$ cat config.mk
export PLATFORM = sky130hd
export DESIGN_NAME = qpsk_phase_sync_ctrl
export DESIGN_NICKNAME = d
export VERILOG_FILES = /design/src/rtl/qpsk_phase_sync_ctrl.sv
export SDC_FILE = /design/constraint.sdc
export NUM_CORES = 1
export LEC_CHECK = 0
export CORE_ASPECT_RATIO = 0.8
export CORE_MARGIN = 4
export CORE_UTILIZATION = 30
export DETAILED_ROUTE_END_ITERATION = 10
export MAX_ROUTING_LAYER = met4
export PLACE_DENSITY = 0.47
export SKIP_CTS_REPAIR_TIMING = 1
export SLEW_MARGIN = 20
export SYNTH_ARGS = -nofsm -noshare
export SYNTH_HDL_FRONTEND = slang
export SYNTH_SLANG_ARGS = --single-unit
$ cat constraint.sdc
create_clock -name clk -period 2.42 [get_ports clk]
set_input_delay 0.363 -clock clk [delete_from_list [all_inputs] [get_ports clk]]
set_output_delay 0.363 -clock clk [all_outputs]
set_load 0.005 [all_outputs]
$ cat src/rtl/qpsk_phase_sync_ctrl.sv
// Receive-side phase sweep controller: paces the PRBS with a symbol strobe, measures the
// bit errors at each of the four rx sampling phases, then locks onto the best phase.
module qpsk_phase_sync_ctrl #(
    parameter int unsigned OS      = 4,
    parameter int unsigned LAT     = 16,
    parameter int unsigned SETTLE  = 32,
    parameter int unsigned WINDOW  = 1024,
    parameter int unsigned ERR_W   = 11,
    parameter int unsigned ERR_MAX = 8
) (
    input  logic             clk,
    input  logic             rst,
    input  logic             start_i,
    input  logic             ref_bit_i,
    input  logic             rx_bit_i,
    output logic             sym_en_o,
    output logic             enable_dp_o,
    output logic [1:0]       phase_out_o,
    output logic             busy_o,
    output logic             done_o,
    output logic             locked_o,
    output logic [1:0]       best_phase_o,
    output logic [ERR_W-1:0] best_err_o
);

    localparam int unsigned DIV_W   = (OS > 1) ? $clog2(OS) : 1;
    localparam int unsigned CNT_MAX = (SETTLE > WINDOW) ? SETTLE : WINDOW;
    localparam int unsigned CNT_W   = $clog2(CNT_MAX + 1);
    localparam logic [ERR_W-1:0] ERR_SAT = '1;

    typedef enum logic [2:0] {
        S_IDLE    = 3'd0,
        S_SETTLE  = 3'd1,
        S_MEASURE = 3'd2,
        S_EVAL    = 3'd3,
        S_DONE    = 3'd4
    } state_e;

    state_e             state_q, state_d;
    logic [DIV_W-1:0]   div_q;
    logic               sym_en_q;
    logic               en_dp_q;
    logic [LAT-1:0]     dline_q, dline_d;
    logic [CNT_W-1:0]   cnt_q, cnt_d;
    logic [ERR_W-1:0]   err_q, err_d;
    logic [1:0]         phase_q, phase_d;
    logic               busy_q, busy_d;
    logic               done_q, done_d;
    logic               locked_q, locked_d;
    logic [1:0]         best_phase_q, best_phase_d;
    logic [ERR_W-1:0]   best_err_q, best_err_d;
    logic               div_wrap_c;
    logic               err_evt_c;
    logic               take_best_c;

    assign div_wrap_c  = (div_q == DIV_W'(OS - 1));
    assign err_evt_c   = sym_en_q && (state_q == S_MEASURE) && (rx_bit_i != dline_q[LAT-1]);
    assign take_best_c = (phase_q == 2'd0) || (err_q < best_err_q);

    // Reference delay line: newest bit enters at index 0, oldest is compared.
    always_comb begin
        dline_d    = dline_q << 1;
        dline_d[0] = ref_bit_i;
    end

    // Free-running symbol divider, strobe and reference delay line.
    always_ff @(posedge clk or negedge rst) begin
        if (!rst) begin
            div_q    <= '0;
            sym_en_q <= 1'b0;
            en_dp_q  <= 1'b0;
            dline_q  <= '0;
        end else begin
            div_q    <= div_wrap_c ? '0 : div_q + 1'b1;
            sym_en_q <= div_wrap_c;
            en_dp_q  <= 1'b1;
            if (sym_en_q) begin
                dline_q <= dline_d;
            end
        end
    end

    always_ff @(posedge clk or negedge rst) begin
        if (!rst) begin
            state_q <= S_IDLE;
        end else begin
            state_q <= state_d;
        end
    end

    always_comb begin
        state_d = state_q;
        case (state_q)
            S_IDLE, S_DONE: begin
                if (start_i) state_d = S_SETTLE;
            end
            S_SETTLE: begin
                if (sym_en_q && cnt_q == CNT_W'(SETTLE - 1)) state_d = S_MEASURE;
            end
            S_MEASURE: begin
                if (sym_en_q && cnt_q == CNT_W'(WINDOW - 1)) state_d = S_EVAL;
            end
            S_EVAL: begin
                state_d = (phase_q == 2'd3) ? S_DONE : S_SETTLE;
            end
            default: state_d = S_IDLE;
        endcase
    end

    always_comb begin
        cnt_d        = cnt_q;
        err_d        = err_q;
        phase_d      = phase_q;
        busy_d       = busy_q;
        done_d       = 1'b0;
        locked_d     = locked_q;
        best_phase_d = best_phase_q;
        best_err_d   = best_err_q;
        case (state_q)
            S_IDLE, S_DONE: begin
                if (start_i) begin
                    phase_d  = 2'd0;
                    busy_d   = 1'b1;
                    locked_d = 1'b0;
                    cnt_d    = '0;
                    err_d    = '0;
                end
            end
            S_SETTLE: begin
                if (sym_en_q) begin
                    cnt_d = (cnt_q == CNT_W'(SETTLE - 1)) ? '0 : cnt_q + 1'b1;
                end
            end
            S_MEASURE: begin
                if (sym_en_q) begin
                    cnt_d = cnt_q + 1'b1;
                end
                if (err_evt_c && err_q != ERR_SAT) begin
                    err_d = err_q + 1'b1;
                end
            end
            S_EVAL: begin
                // Strict compare: on a tie the earlier (lower) phase is kept.
                if (take_best_c) begin
                    best_err_d   = err_q;
                    best_phase_d = phase_q;
                end
                if (phase_q == 2'd3) begin
                    phase_d  = best_phase_d;
                    busy_d   = 1'b0;
                    done_d   = 1'b1;
                    locked_d = (32'(best_err_d) <= ERR_MAX);
                end else begin
                    phase_d = phase_q + 2'd1;
                    cnt_d   = '0;
                    err_d   = '0;
                end
            end
            default: ;
        endcase
    end

    always_ff @(posedge clk or negedge rst) begin
        if (!rst) begin
            cnt_q        <= '0;
            err_q        <= '0;
            phase_q      <= 2'd0;
            busy_q       <= 1'b0;
            done_q       <= 1'b0;
            locked_q     <= 1'b0;
            best_phase_q <= 2'd0;
            best_err_q   <= '0;
        end else begin
            cnt_q        <= cnt_d;
            err_q        <= err_d;
            phase_q      <= phase_d;
            busy_q       <= busy_d;
            done_q       <= done_d;
            locked_q     <= locked_d;
            best_phase_q <= best_phase_d;
            best_err_q   <= best_err_d;
        end
    end

    assign sym_en_o     = sym_en_q;
    assign enable_dp_o  = en_dp_q;
    assign phase_out_o  = phase_q;
    assign busy_o       = busy_q;
    assign done_o       = done_q;
    assign locked_o     = locked_q;
    assign best_phase_o = best_phase_q;
    assign best_err_o   = best_err_q;

endmodule

==> flow_metrics.env <==
export IMPL_post_dp_hpwl_mm=4.98
export IMPL_yosysWarnings=0
export IMPL_grt_max_degree=64
export IMPL_synthesis_nets=314
export IMPL_peakVddDrop_v=0.000361
export IMPL_syn_to_final_growth_pct=30.8
export IMPL_multi_input_area_um2=1580
export IMPL_io_buffers=24
export IMPL_clk_latency_ns=0.33
export IMPL_syn_area_per_cell_um2=11.0
export IMPL_worstMarginPinSlew_ns=0.753
export IMPL_grt_ovfl_total=0
export IMPL_layoutNonFillerInstCount=493
export IMPL_dieArea_um2=12500
export IMPL_routed_wl_mm=7.26
export IMPL_setup_violations=0
export IMPL_numCtsBuffers=9
export IMPL_regArea_um2=1580
export IMPL_clock_fmax_ghz=0.419
export IMPL_holdWs_ns=0.0412
export IMPL_core_area_um2=10400
export IMPL_start_kind="flip-flop"
export IMPL_drtIter0Drc=115
export IMPL_crit_fanout=6
export IMPL_nNetsFinal=368
export IMPL_num_io_pins=25
export IMPL_drc=0
export IMPL_ys_seq_area_frac=0.488
export IMPL_gp_congestion=0.773
export IMPL_synth_distinct_cells=53
export IMPL_initial_utilization=0.312
export IMPL_syn_area_um2=3230
export IMPL_antenna_cells=0
export IMPL_synth_edff_count=0
export IMPL_finalCriticalPeriod_ns=2.38
export IMPL_fill_cells=1007
export IMPL_dr_pass1_iters=4
export IMPL_grtUsageTotal=0.130
export IMPL_dpl_cell_area_um2=3750
export IMPL_end_kind="flip-flop"
export IMPL_worst_setup_path_type="flip-flop to flip-flop"
export IMPL_required_ns=2.64
export IMPL_status="finished, final reports clean"
export IMPL_h_tree_depth=3
export IMPL_synthFlopType="dfrtp_1"
export IMPL_grt_pass1_vias=2311
export IMPL_max_cap_violations=0
export IMPL_postRouteAntennaNets=0
export IMPL_final_setup_skew_ns=0.00643
export IMPL_fin_area_um2=4230
export IMPL_slew_headroom=0.496
export IMPL_path_clk_slew_ns=0.06
export IMPL_antenna_found_initial=0
export IMPL_hold_path_class="primary input to async pin"
export IMPL_final_max_slew_viol_count=0
export IMPL_die_h_um=101
export IMPL_fin_util=0.408
export IMPL_num_vias=2360
export IMPL_netlist_instances=294
export IMPL_p_total_mw=3.06
export IMPL_leakagePower_nw=1.92
export IMPL_layout_common_cells="dfrtp_1, nor2_1, buf_4"
export IMPL_ys_ff_latch=63
export IMPL_die_w_um=124
export IMPL_async_reset_ff_frac=1.00
export IMPL_drive_gt1_frac=0.244
export IMPL_min_period_over_period=0.985
export IMPL_cts_tree="done"
export IMPL_cts_num_sinks=63
export IMPL_viasPerCell=4.79
export IMPL_p_per_area_nw_per_um2=724
export IMPL_grt_pass1_wl_mm=11.8
export IMPL_rows=33
export IMPL_worstPathArrival_ns=2.60
export IMPL_hold_violations=0
export IMPL_final_common_cell="dfrtp_1"
export IMPL_cts_path_max_buffers=2
export IMPL_routedWlPerCell_um=14.7
export IMPL_placedCellCount=470
export IMPL_cts_root_buffer="clkbuf_16"
==> path summary, 6_finish.rpt <==
| path | startpoint | slack [ns] | depth (start not counted) | endpoint |
|---|---|---|---|---|
| setup / recovery | best_err_o[5] | 0.04 | 9 | best_err_o[10] |
| hold / removal | rst | 0.04 | 2 | cnt_q[5] |
| setup reg to reg | best_err_o[5] | 0.04 | 9 | best_err_o[10] |
| hold reg to reg | div_q[0] | 0.43 | 1 | div_q[0] |
| max in group asynchronous | rst | 2.09 | 2 | err_q[2] |
| min in group clk | div_q[0] | 0.43 | 1 | div_q[0] |
==> cell usage after synthesis, types with 3 or more instances <==
| library cell | number | area [µm²] |
|---|---|---|
| a21o_1 | 3 | 22.5 |
| a21oi_1 | 9 | 45.0 |
| and3_1 | 5 | 31.3 |
| buf_2 | 3 | 15.0 |
| clkbuf_1 | 3 | 11.3 |
| dfrtp_1 | 63 | 1580 |
| ha_1 | 15 | 188 |
| inv_1 | 18 | 67.6 |
| mux2_2 | 20 | 225 |
| mux2_4 | 8 | 120 |
| nand2_1 | 15 | 56.3 |
| nand2b_1 | 4 | 25.0 |
| nand3_1 | 9 | 45.0 |
| nand4_1 | 5 | 31.3 |
| nor2_1 | 28 | 105 |
| nor2b_1 | 3 | 18.8 |
| nor3_1 | 6 | 30.0 |
| nor3b_1 | 3 | 22.5 |
| o21ai_0 | 15 | 75.1 |
| xnor2_1 | 8 | 70.1 |
| xor2_1 | 8 | 70.1 |
==> flip-flops by register name, indices dropped and copies added, names as in the netlist <==
name          flops
dline_q          16
best_phase_o      2
div_q             2
locked_o          1
enable_dp_o       1
best_err_o       11
done_o            1
phase_out_o       2
cnt_q            11
busy_o            1
err_q            11
state_q           3
sym_en_o          1
==> layer usage <==
| layer | vias to the layer above | global-route usage | wire length, µm |
|---|---|---|---|
| li1 | 1155 | - | - |
| met4 | 0 | 0.0530 | 133 |
| met5 | - | - | 0 |
| met3 | 14 | 0.0387 | 253 |
| met1 | 1163 | 0.189 | 3940 |
| met2 | 28 | 0.165 | 2930 |
==> critical path, stage by stage, from the launching register on <==
cell	delay (ns)
dfrtp_1	0.37
inv_1	0.05
ha_1	0.28
and3_4	0.18
a221o_1	0.34
a41oi_2	0.26
a211oi_4	0.11
nand2b_4	0.21
buf_12	0.17
mux2_4	0.29
==> metrics by stage <==
step           TNS (ns)  worst slack [ns]
6_report              0            0.0359
5_1_grt          -0.475           -0.0618
4_1_cts               0           0.00397
3_5_place_dp          0            0.0438
3_3_place_gp          0            0.0496
2_1_floorplan         0             0.117
==> kinds of logic after synthesis <==
logic type,Yosys count,share of synthesized area
fa+ha+maj,15,0.0581
mux,30,0.113
other cells,1,0.00116
simple gates,94,0.155
flops,63,0.488
xor+xnor,16,0.0434
buf+inv,26,0.0364
compound gates,49,0.105
==> power breakdown <==
group          internal [mW]  switching [mW]
clock                   1.03           0.470
sequential              1.12          0.0650
combinational          0.169           0.201
total                   2.32           0.736
==> area by class of cell <==
| cell class | instances | share of cell area |
|---|---|---|
| inverter | 18 | 0.0160 |
| timing repair buffer | 51 | 0.113 |
| sequential | 63 | 0.373 |
| clock buffer | 11 | 0.0574 |
| tap | 140 | 0.0415 |
| clock inverter | 5 | 0.0249 |
| multi-input combinational | 205 | 0.375 |
No activity file was read; power rests on OpenSTA's default activity.
